==> config.mk <==
export PLATFORM = sky130hd
export DESIGN_NAME = clk_div_monitor
export DESIGN_NICKNAME = d
export VERILOG_FILES = /design/src/rtl/clk_div_mon_pkg.sv /design/src/rtl/clk_div_mon_edge_sync.sv /design/src/rtl/clk_div_monitor.sv
export SDC_FILE = /design/constraint.sdc
export NUM_CORES = 1
export LEC_CHECK = 0
export CORE_ASPECT_RATIO = 1.25
export CORE_UTILIZATION = 40
export DETAILED_ROUTE_END_ITERATION = 10
export PLACE_DENSITY = 0.57
export SYNTH_ARGS = -nofsm -noshare
export SYNTH_HDL_FRONTEND = slang
export SYNTH_HIERARCHICAL = 1
export SYNTH_SLANG_ARGS = --single-unit
export TNS_END_PERCENT = 20
==> constraint.sdc <==
create_clock -name CLK_IN -period 2.8 [get_ports CLK_IN]
set_clock_uncertainty 0.2 [all_clocks]
set_input_delay 0.84 -clock CLK_IN [delete_from_list [all_inputs] [get_ports CLK_IN]]
set_output_delay 0.84 -clock CLK_IN [all_outputs]
set_load 0.03 [all_outputs]
==> src/rtl/clk_div_mon_pkg.sv <==
// rtl/clk_div_mon_pkg.sv - shared state encoding, fault codes and counter width helper
package clk_div_mon_pkg;

  typedef enum logic [1:0] {
    ST_IDLE    = 2'd0,
    ST_ACQUIRE = 2'd1,
    ST_LOCKED  = 2'd2,
    ST_FAULT   = 2'd3
  } state_t;

  localparam logic [1:0] FC_NONE  = 2'd0;
  localparam logic [1:0] FC_LOW   = 2'd1;
  localparam logic [1:0] FC_HIGH  = 2'd2;
  localparam logic [1:0] FC_STUCK = 2'd3;

  // Bits needed to hold values 0..n for a power-of-2 n (and enough for any n >= 1).
  function automatic int cnt_w(input int n);
    return (n <= 1) ? 1 : $clog2(n) + 1;
  endfunction

endpackage

==> src/rtl/clk_div_mon_edge_sync.sv <==
// rtl/clk_div_mon_edge_sync.sv - multi-flop synchronizer plus rising-edge detector
module clk_div_mon_edge_sync #(
  parameter int SYNC_STAGES = 2
) (
  input  logic clk,
  input  logic reset_n,
  input  logic din,
  output logic edge_pulse
);

  logic [SYNC_STAGES-1:0] sync_q;
  logic                   sync_d;

  always_ff @(posedge clk) begin
    if (!reset_n) begin
      sync_q <= '0;
      sync_d <= 1'b0;
    end else begin
      sync_q <= {sync_q[SYNC_STAGES-2:0], din};
      sync_d <= sync_q[SYNC_STAGES-1];
    end
  end

  assign edge_pulse = sync_q[SYNC_STAGES-1] & ~sync_d;

endmodule

==> src/rtl/clk_div_monitor.sv <==
// rtl/clk_div_monitor.sv - divide-by-2 clock health monitor (window edge count, lock, sticky fault)
// Optional stuck-clock detector enabled by defining CLK_DIV_MON_STUCK_DET_EN.
module clk_div_monitor
  import clk_div_mon_pkg::*;
#(
  parameter int SYNC_STAGES  = 2,
  parameter int WINDOW       = 1024,
  parameter int TOL          = 2,
  parameter int LOCK_WINDOWS = 4,
  parameter int STUCK_CYC    = 8
) (
  input  logic                        CLK_IN,
  input  logic                        RESET_N,
  input  logic                        DIV_CLK,
  input  logic                        EN,
  input  logic                        CLR_FAULT,
  output logic                        LOCKED,
  output logic                        FAULT,
  output logic [1:0]                  FAULT_CODE,
  output logic [$clog2(WINDOW):0]     EDGE_COUNT,
  output logic                        MEAS_VALID
);

  localparam int CW = cnt_w(WINDOW);
  localparam int WW = $clog2(WINDOW);
  localparam logic [CW-1:0] LO_LIM = CW'(WINDOW / 2 - TOL);
  localparam logic [CW-1:0] HI_LIM = CW'(WINDOW / 2 + TOL);

  state_t          state;
  logic [WW-1:0]   win_cnt;
  logic [CW-1:0]   edge_cnt;
  logic [CW-1:0]   edge_sum;
  logic [3:0]      good_cnt;
  logic            edge_pulse;
  logic            win_last;
  logic            count_low;
  logic            count_high;
  logic            stuck_hit;
  logic            running;

  clk_div_mon_edge_sync #(
    .SYNC_STAGES(SYNC_STAGES)
  ) u_edge_sync (
    .clk       (CLK_IN),
    .reset_n   (RESET_N),
    .din       (DIV_CLK),
    .edge_pulse(edge_pulse)
  );

  // Count including this cycle's edge, so the final window cycle is never lost.
  assign edge_sum   = (edge_pulse && (edge_cnt != '1)) ? edge_cnt + 1'b1 : edge_cnt;
  assign win_last   = (win_cnt == WW'(WINDOW - 1));
  assign count_low  = (edge_sum < LO_LIM);
  assign count_high = (edge_sum > HI_LIM);
  assign running    = EN && ((state == ST_ACQUIRE) || (state == ST_LOCKED));

`ifdef CLK_DIV_MON_STUCK_DET_EN
  localparam int SW = cnt_w(STUCK_CYC);
  logic [SW-1:0] stuck_cnt;

  always_ff @(posedge CLK_IN) begin
    if (!RESET_N || !running) begin
      stuck_cnt <= '0;
    end else begin
      stuck_cnt <= edge_pulse ? SW'(1) : stuck_cnt + 1'b1;
    end
  end

  assign stuck_hit = running && !edge_pulse && (stuck_cnt == SW'(STUCK_CYC - 1));
`else
  // Without the detector a dead clock simply shows up as a low count at window end.
  assign stuck_hit = (STUCK_CYC < 0);
`endif

  always_ff @(posedge CLK_IN) begin
    if (!RESET_N) begin
      state      <= ST_IDLE;
      win_cnt    <= '0;
      edge_cnt   <= '0;
      good_cnt   <= '0;
      LOCKED     <= 1'b0;
      FAULT      <= 1'b0;
      FAULT_CODE <= FC_NONE;
      EDGE_COUNT <= '0;
      MEAS_VALID <= 1'b0;
    end else begin
      MEAS_VALID <= 1'b0;
      if (!EN) begin
        state    <= ST_IDLE;
        LOCKED   <= 1'b0;
        win_cnt  <= '0;
        edge_cnt <= '0;
        good_cnt <= '0;
      end else begin
        case (state)
          ST_IDLE: begin
            state <= ST_ACQUIRE;
          end
          ST_ACQUIRE, ST_LOCKED: begin
            win_cnt  <= win_cnt + 1'b1;
            edge_cnt <= win_last ? '0 : edge_sum;
            if (win_last) begin
              EDGE_COUNT <= edge_sum;
              MEAS_VALID <= 1'b1;
            end
            if (stuck_hit) begin
              state      <= ST_FAULT;
              LOCKED     <= 1'b0;
              FAULT      <= 1'b1;
              FAULT_CODE <= FC_STUCK;
              good_cnt   <= '0;
            end else if (win_last) begin
              if (count_low || count_high) begin
                state      <= ST_FAULT;
                LOCKED     <= 1'b0;
                FAULT      <= 1'b1;
                FAULT_CODE <= count_low ? FC_LOW : FC_HIGH;
                good_cnt   <= '0;
              end else if (state == ST_ACQUIRE) begin
                good_cnt <= good_cnt + 4'd1;
                if (good_cnt + 4'd1 == 4'(LOCK_WINDOWS)) begin
                  state  <= ST_LOCKED;
                  LOCKED <= 1'b1;
                end
              end
            end
          end
          ST_FAULT: begin
            // Leaving a fault starts a fresh, aligned window.
            if (CLR_FAULT) begin
              state      <= ST_ACQUIRE;
              FAULT      <= 1'b0;
              FAULT_CODE <= FC_NONE;
              good_cnt   <= '0;
              win_cnt    <= '0;
              edge_cnt   <= '0;
            end
          end
          default: state <= ST_IDLE;
        endcase
      end
    end
  end

endmodule

==> qor.csv, run 1 <==
stage,metric,value,unit
status,status,"finished, final reports clean",
setup_path,cp.required,2.80,ns
timing,tightestPinTransition,0.401,ns
logic_synthesis,syn_area,2600,um^2
setup_path,startpoint_type,flip-flop,
timing,finalHoldViolations,0,
drt,vias,2393,
timing,finalSetupTns,0,ns
logic_synthesis,synth.area.top_cells,"dfxtp_1, nand2_1, nor2_1",
clock_tree,path_clk_slew,0.09,ns
layout,drive_above_1_share,14.2,%
layout,final_util,50.0,%
drt,drc_errors,0,
setup_path,rrSetupSlack,0.34,ns
place,place_ws,0.180,ns
timing,max_freq,407,MHz
global_route,overflow,0,
worst_hold_path,min_path_type,flip-flop to flip-flop,
clock_tree,worstSkewPairLatency,0.30,ns
drt,drtIter0Drc,136,
pwr,p_comb_share,9.6,%
pwr,max-vdd-ir-drop,0.000253,V
global_route,antenna_found_initial,0,
logic_synthesis,yosysTopAreaCellShare,35.4,%
logic_synthesis,synth_seq_area_share,35.4,%
layout,num-fill-cells,625,
logic_synthesis,synth_top_cells_by_count,"dfxtp_1, nand2_1, nor2_1",
floorplan,die_y,92.1,um
logic_synthesis,synth_edf_count,0,
floorplan,start_util,41.9,%
timing,setup_violations,0,
drt,wl_per_cell,14.7,um
global_route,grt_usage,20.5,%
timing,rsz0062_at_grt,no,
pwr,powerDensity,398,nW/um^2
floorplan,io-pin-count,21,
global_route,grt_max_degree,16,
logic_synthesis,ys_types,54,
pwr,power_frac_seq,53.7,%
drt,drtPass1Iterations,4,
clock_tree,cts_resized,0,
logic_synthesis,ys_warn_count,6,
floorplan,die-area,6830,um^2
floorplan,core,6210,um^2
worst_hold_path,hold_path_depth,1,
clock_tree,htreeDepth,2,
timing,final_max_slew_viol_count,0,
setup_path,cp.arrival,2.46,ns
logic_synthesis,synth_nets,328,
floorplan,fp.dieW,74.1,um
place,globalplace.congestion,0.851,
layout,final_area,3100,um^2
pwr,switchingPower,0.000302,W
setup_path,path_max_fanout,10,
logic_synthesis,synthFlopType,dfxtp_1,
pwr,p_leak,1.14,nW
logic_synthesis,yosysTopAreaCell,dfxtp_1,
clock_tree,postCtsSetupBuffers,0,
run,drv_cap,0,
logic_synthesis,postSynth.asyncResetShare,0,%
logic_synthesis,post-synth-top-count-cell,dfxtp_1,
place,dpl.hpwl,4880,um
clock_tree,cts_max_path_buffers,2,
global_route,grt_pass1_vias,2270,
timing,slew_headroom,73.2,%
clock_tree,cts_tree,built,
floorplan,core.rowCount,32,
worst_hold_path,min_to,u_edge_sync/sync_q[1]$_SDFF_PN0_,
setup_path,cp-end-kind,flip-flop,
timing,setup_slack,0.343,ns
logic_synthesis,syn-instance-count,317,
drt,vias_per_cell,5.49,
clock_tree,clkSinkCount,46,
setup_path,worstSetupPathType,flip-flop to flip-flop,
layout,antenna_cells,0,
place,dpl_cell_area,3000,um^2
timing,min_period,2.46,ns
layout,area_delta_synth_final,19.4,%
timing,holdWs,0.235,ns
logic_synthesis,ys_ff_latch,46,
pwr,power.clock.fraction,36.6,%
drt,ant_nets,0,
worst_hold_path,worstHoldStart,u_edge_sync/sync_q[0]$_SDFF_PN0_,
layout,fin_nets,361,
setup_path,regToRegEndpoint,FAULT_CODE[1]$_SDFFE_PN0P_,
place,port_buffers,20,
global_route,grt_first_pass_wirelength,10900,um
drt,wl,6430,um
clock_tree,root_buffer,clkbuf_8,
pwr,switching_share,24.4,%
clock_tree,cts.hold.buffers_added,0,
clock_tree,cts_buffers,5,
setup_path,regToRegStartpoint,u_edge_sync/sync_q[1]$_SDFF_PN0_,
timing,post-route-period-util,87.7,%
pwr,internal-power,0.000933,W
setup_path,ff2ff_path_depth,7,
logic_synthesis,syn_area_per_cell,8.20,um^2
[cell usage in the layout, fill, tap and decap left out, drive strengths merged, types with 2 or more instances in the layout]
cell / instances
and2: 9
o21ai: 18
o32ai: 2
or2: 3
and4: 4
xnor2: 2
a41o: 2
o41ai: 3
nand2: 39
nor2b: 2
o211a: 5
and3: 5
buf: 23
xor2: 6
a21boi: 7
mux2i: 3
clkdlybuf4s50: 20
a22oi: 8
inv: 7
a21oi: 21
nor2: 30
nor4: 3
nand4: 10
o211ai: 5
or3: 6
dfxtp: 46
nand2b: 4
a2bb2oi: 2
nor3: 10
ha: 6
clkbuf: 7
o21a: 2
o2111ai: 2
nand3: 13
a31oi: 4
[cell type report]
cell class                 count  area [um^2]  area share, %
clock buffer                   7         96.3           3.11
sequential                    46          921           29.7
clock inverter                 1         8.76          0.282
timing repair buffer          43          373           12.0
inverter                       7         26.3          0.847
tap                           85          106           3.43
multi-input combinational    247         1570           50.6
[state kept, by name, indices dropped and copies added (netlist names)]
signal              cells
EDGE_COUNT             11
edge_cnt               11
win_cnt                10
good_cnt                4
FAULT_CODE              2
state                   2
u_edge_sync/sync_q      2
FAULT                   1
LOCKED                  1
MEAS_VALID              1
u_edge_sync/sync_d      1
[metal layers]
metal	track usage [%]	up-vias	wire [um]
met1	24.8	1124	2870
met4	7.21	0	123
met5	0	-	0
li1	-	1229	-
met2	36.1	30	3310
met3	2.75	10	133
[how the worst max path moves through the flow]
stage | start | endpoint | slack [ns] | depth (start not counted)
after floorplan | state[1]$_SDFFE_PN0P_ | good_cnt[3]$_SDFFE_PN0P_ | 0.40 | 9
after global placement | CLR_FAULT | win_cnt[9]$_SDFFE_PN0P_ | 0.20 | 7
after detailed placement | CLR_FAULT | win_cnt[9]$_SDFFE_PN0P_ | 0.18 | 7
after CTS | u_edge_sync/sync_q[1]$_SDFF_PN0_ | FAULT_CODE[1]$_SDFFE_PN0P_ | 0.34 | 7
after global routing | u_edge_sync/sync_q[1]$_SDFF_PN0_ | good_cnt[0]$_SDFFE_PN0P_ | 0.18 | 9
final | u_edge_sync/sync_q[1]$_SDFF_PN0_ | FAULT_CODE[1]$_SDFFE_PN0P_ | 0.34 | 7
[critical path, stage by stage (launching register included)]
cell,delay [ns]
dfxtp_1,0.34
nor2b_4,0.30
nand4_2,0.16
or4_4,0.51
o22a_1,0.24
nand4b_1,0.16
o22ai_4,0.12
o41ai_1,0.35
[per-stage QoR]
stage,std cells,power (W)
6_report,436,0.00123
5_1_grt,436,0.00129
3_3_place_gp,428,0.000798
2_1_floorplan,317,0.000747
4_1_cts,436,0.00125
3_5_place_dp,428,0.000798
[cells by family (layout without fill, tap and decap cells)]
logic type / Yosys count / in the layout / synth area share, %
AND/OR/NAND/NOR: 141 / 141 / 29.2
AO/OA/AOI/OAI: 89 / 89 / 24.5
flip-flops: 46 / 46 / 35.4
buffers and inverters: 24 / 58 / 4.14
XOR/XNOR: 8 / 8 / 2.70
adder cells (fa/ha/maj): 6 / 6 / 2.89
multiplexers: 3 / 3 / 1.16
[power groups by stage]
| stage | sequential (W) | combinational, W | clock, W |
|---|---|---|---|
| 2_1_floorplan | 0.000683 | 0.0000642 | 0 |
| 6_report | 0.000664 | 0.000119 | 0.000452 |
| 3_3_place_gp | 0.000679 | 0.000119 | 0 |
| 5_1_grt | 0.000665 | 0.000131 | 0.000496 |
| 3_5_place_dp | 0.000679 | 0.000118 | 0 |
| 4_1_cts | 0.000664 | 0.000119 | 0.000471 |
(Power assumes the default switching activity.)
==> run 2, diff against run 1 <==
--- a/config.mk
+++ b/config.mk
@@ -5,10 +5,11 @@
 export SDC_FILE = /design/constraint.sdc
 export NUM_CORES = 1
 export LEC_CHECK = 0
+export ABC_AREA = 1
 export CORE_ASPECT_RATIO = 1.25
 export CORE_UTILIZATION = 40
 export DETAILED_ROUTE_END_ITERATION = 10
-export PLACE_DENSITY = 0.57
+export PLACE_DENSITY = 0.58
 export SYNTH_ARGS = -nofsm -noshare
 export SYNTH_HDL_FRONTEND = slang
 export SYNTH_HIERARCHICAL = 1
==> run 2 against run 1 <==
- fmax shrank 2.8%
- wire length shrank 16%
- highest routed layer unchanged
- combinational power grew 27%
- largest cell class unchanged
- utilization grew 0.16 points
- global-route usage shrank 2.8 points
- critical path depth grew 9
- die area shrank 4.9%
- critical path type unchanged
- setup slack lost 0.071 ns
- non-clock buffer count shrank 12
==> qor.csv, run 2 <==
stage,metric,value,unit,change
setup_path,crit_path_end,good_cnt[3]$_SDFFE_PN0P_,,was FAULT_CODE[1]$_SDFFE_PN0P_
setup_path,worstSetupPathType,flip-flop to flip-flop,,unchanged
floorplan,core.rowCount,31,,was 32
logic_synthesis,synth_seq_area_share,37.3,%,was 35.4%
clock_tree,worstSkewPairLatency,0.29,ns,was 0.30 ns
run,drv_cap,0,,unchanged
floorplan,io-pin-count,21,,unchanged
timing,setup_violations,0,,unchanged
pwr,max-vdd-ir-drop,0.000318,V,was 0.000253 V
global_route,antenna_found_initial,0,,unchanged
floorplan,start_util,42.1,%,was 41.9%
worst_hold_path,min_path_type,flip-flop to flip-flop,,unchanged
drt,drtPass1Iterations,4,,unchanged
drt,wl_met3,211,um,was 133 um
pwr,p_leak,1.16,nW,was 1.14 nW
setup_path,path_max_fanout,9,,was 10
clock_tree,cts_max_path_buffers,2,,unchanged
timing,slew_headroom,69.0,%,was 73.2%
logic_synthesis,synth_top_cells_by_count,"nand2_1, dfxtp_1, inv_1",,"was dfxtp_1, nand2_1, nor2_1"
layout,final_util,50.1,%,was 50.0%
timing,tightestPinTransition,0.463,ns,was 0.401 ns
clock_tree,postCtsSetupBuffers,0,,unchanged
global_route,overflow,0,,unchanged
setup_path,rrSetupSlack,0.27,ns,was 0.34 ns
global_route,grt_first_pass_wirelength,9330,um,"was 10,900 um"
drt,ant_nets,0,,unchanged
global_route,grt_usage,17.7,%,was 20.5%
clock_tree,htreeDepth,2,,unchanged
setup_path,regToRegStartpoint,edge_cnt[0]$_SDFFE_PN0P_,,was u_edge_sync/sync_q[1]$_SDFF_PN0_
layout,reg_top3,"EDGE_COUNT x11, edge_cnt x11, win_cnt x10",,unchanged
logic_synthesis,syn_area,2470,um^2,was 2600 um^2
setup_path,regToRegEndpoint,good_cnt[3]$_SDFFE_PN0P_,,was FAULT_CODE[1]$_SDFFE_PN0P_
clock_tree,clkSinkCount,46,,unchanged
setup_path,ff2ff_path_depth,16,,was 7
logic_synthesis,ys_ff_latch,46,,unchanged
place,globalplace.congestion,0.837,,was 0.851
drt,wl,5410,um,was 6430 um
timing,min_period,2.53,ns,was 2.46 ns
timing,post-route-period-util,90.3,%,was 87.7%
floorplan,die-area,6490,um^2,was 6830 um^2
timing,max_freq,396,MHz,was 407 MHz
clock_tree,cts.hold.buffers_added,0,,unchanged
logic_synthesis,ys_types,35,,was 54
clock_tree,cts_buffers,5,,unchanged
place,port_buffers,20,,unchanged
timing,finalSetupTns,0,ns,unchanged
clock_tree,root_buffer,clkbuf_8,,unchanged
setup_path,startpoint_type,flip-flop,,unchanged
logic_synthesis,yosysTopAreaCellShare,37.3,%,was 35.4%
drt,drc_errors,0,,unchanged
setup_path,startpoint,edge_cnt[0]$_SDFFE_PN0P_,,was u_edge_sync/sync_q[1]$_SDFF_PN0_
setup_path,cp.arrival,2.53,ns,was 2.46 ns
logic_synthesis,post-synth-top-count-cell,nand2_1,,was dfxtp_1
drt,wl_met1,2660,um,was 2870 um
logic_synthesis,ys_warn_count,6,,unchanged
logic_synthesis,syn_area_per_cell,7.03,um^2,was 8.20 um^2
clock_tree,path_clk_slew,0.09,ns,about the same
global_route,grt_max_degree,21,,was 16
layout,num-fill-cells,619,,was 625
setup_path,cp.required,2.80,ns,about the same
layout,drive_above_1_share,12.2,%,was 14.2%
drt,vias,2236,,"was 2,393"
logic_synthesis,synth.area.top_cells,"dfxtp_1, nand2_1, inv_1",,"was dfxtp_1, nand2_1, nor2_1"
drt,wl_met2,2480,um,was 3310 um
drt,highest_layer,met4,,unchanged
logic_synthesis,synthFlopType,dfxtp_1,,unchanged
pwr,powerDensity,449,nW/um^2,was 398 nW/um^2
logic_synthesis,yosysTopAreaCell,dfxtp_1,,unchanged
drt,vias_per_cell,4.80,,was 5.49
drt,wl_per_cell,11.6,um,was 14.7 um
layout,fin_nets,394,,was 361
floorplan,fp.dieW,72.2,um,was 74.1 um
place,dpl.hpwl,4020,um,was 4880 um
drt,drtIter0Drc,93,,was 136
logic_synthesis,synth_edf_count,0,,unchanged
layout,antenna_cells,0,,unchanged
timing,finalHoldViolations,0,,unchanged
layout,final_cell_mix,"nand2_1, dfxtp_1, inv_1, nor2_1",,"was dfxtp_1, nand2_1, nor2_1, buf_4, a21oi_1"
layout,layout_commonest_cell,nand2_1,,was dfxtp_1
setup_path,cp-end-kind,flip-flop,,unchanged
floorplan,die_y,89.8,um,was 92.1 um
floorplan,core,5860,um^2,was 6210 um^2
clock_tree,cts_tree,built,,unchanged
logic_synthesis,synth_nets,362,,was 328
logic_synthesis,postSynth.asyncResetShare,0,%,unchanged
timing,final_max_slew_viol_count,0,,unchanged
timing,rsz0062_at_grt,no,,unchanged
global_route,grt_pass1_vias,2044,,"was 2,270"
logic_synthesis,syn-instance-count,351,,was 317
clock_tree,cts_resized,0,,unchanged
layout,area_delta_synth_final,19.0,%,was 19.4%
status,status,"finished, final reports clean",,unchanged
[run 2: cell count changes in the layout (fill, tap and decap cells not counted), moves of 8 or more]
cell / change
o21ai_0: -11
buf_4: -12
and2_1: -9
nand2_1: +51
inv_1: +39
nand3_1: +15
a22oi_1: -8
[run 2: critical path, cell delays in order, from the launching register on]
cell and delay (ns):
dfxtp_1 0.35, ha_1 0.22, nand2_2 0.09, nor2_4 0.14
nand3_4 0.16, nand2_8 0.14, nand2_2 0.05, nand2_1 0.12
nand3_1 0.11, nor2_2 0.12, nand2_2 0.09, a21oi_4 0.22
nand4_4 0.16, nand2_1 0.11, nand2_1 0.05, nand2_1 0.05
nor2_1 0.03
[run 2: where the power goes]
part           leakage (nW)  total (W)  internal [W]  switching, W
registers             0.372   0.000675      0.000666    0.00000870
logic                 0.740   0.000151     0.0000531     0.0000978
clock network        0.0524   0.000493      0.000268      0.000225
total                  1.16    0.00132      0.000987      0.000332
[run 2: logic make-up (layout without fill, tap and decap cells)]
kind of cell	after synthesis	count (layout)	synth area share (%)
and+or+nand+nor	185	185	36.0
buffers and inverters	56	89	8.52
xor gates and xnor gates	5	5	2.08
AOI/OAI and AO/OA	53	53	13.1
adders and majority gates	6	6	3.04
DFF	46	46	37.3
[run 2: worst min path at each step]
stage | start | end | slack (ns) | cells past startpoint
floorplan | u_edge_sync/sync_q[0]$_SDFF_PN0_ | u_edge_sync/sync_q[1]$_SDFF_PN0_ | 0.19 | 2
global placement | u_edge_sync/sync_q[0]$_SDFF_PN0_ | u_edge_sync/sync_q[1]$_SDFF_PN0_ | 0.20 | 2
detailed placement | u_edge_sync/sync_q[0]$_SDFF_PN0_ | u_edge_sync/sync_q[1]$_SDFF_PN0_ | 0.20 | 2
CTS | u_edge_sync/sync_q[0]$_SDFF_PN0_ | u_edge_sync/sync_q[1]$_SDFF_PN0_ | 0.22 | 2
global route | u_edge_sync/sync_q[0]$_SDFF_PN0_ | u_edge_sync/sync_q[1]$_SDFF_PN0_ | 0.25 | 2
finish | u_edge_sync/sync_q[0]$_SDFF_PN0_ | u_edge_sync/sync_q[1]$_SDFF_PN0_ | 0.21 | 2
[run 2: cell type report]
type | count | area (um^2) | area share [%]
Clock inverter | 1 | 30.0 | 1.02
Clock buffer | 7 | 76.3 | 2.60
Inverter | 50 | 188 | 6.39
Timing Repair Buffer | 31 | 283 | 9.63
Tap cell | 82 | 103 | 3.49
Multi-Input combinational cell | 249 | 1340 | 45.5
Sequential cell | 46 | 921 | 31.4
[run 2: layer usage]
metal,track usage (%),vias to the layer above
met5,0,-
met4,4.58,0
met3,3.14,6
met2,27.4,44
met1,25.2,989
li1,-,1197
[run 2: metrics by stage]
stage	hold slack [ns]	power (W)	setup WS, ns	instances	cell area (um^2)
6_report	0.211	0.00132	0.272	466	2940
5_1_grt	0.253	0.00138	0.0496	466	2940
3_5_place_dp	0.202	0.000841	0.0873	458	2830
2_1_floorplan	0.186	0.000788	0.495	351	2470
3_3_place_gp	0.202	0.000841	0.106	458	2830
4_1_cts	0.218	0.00134	0.266	466	2940
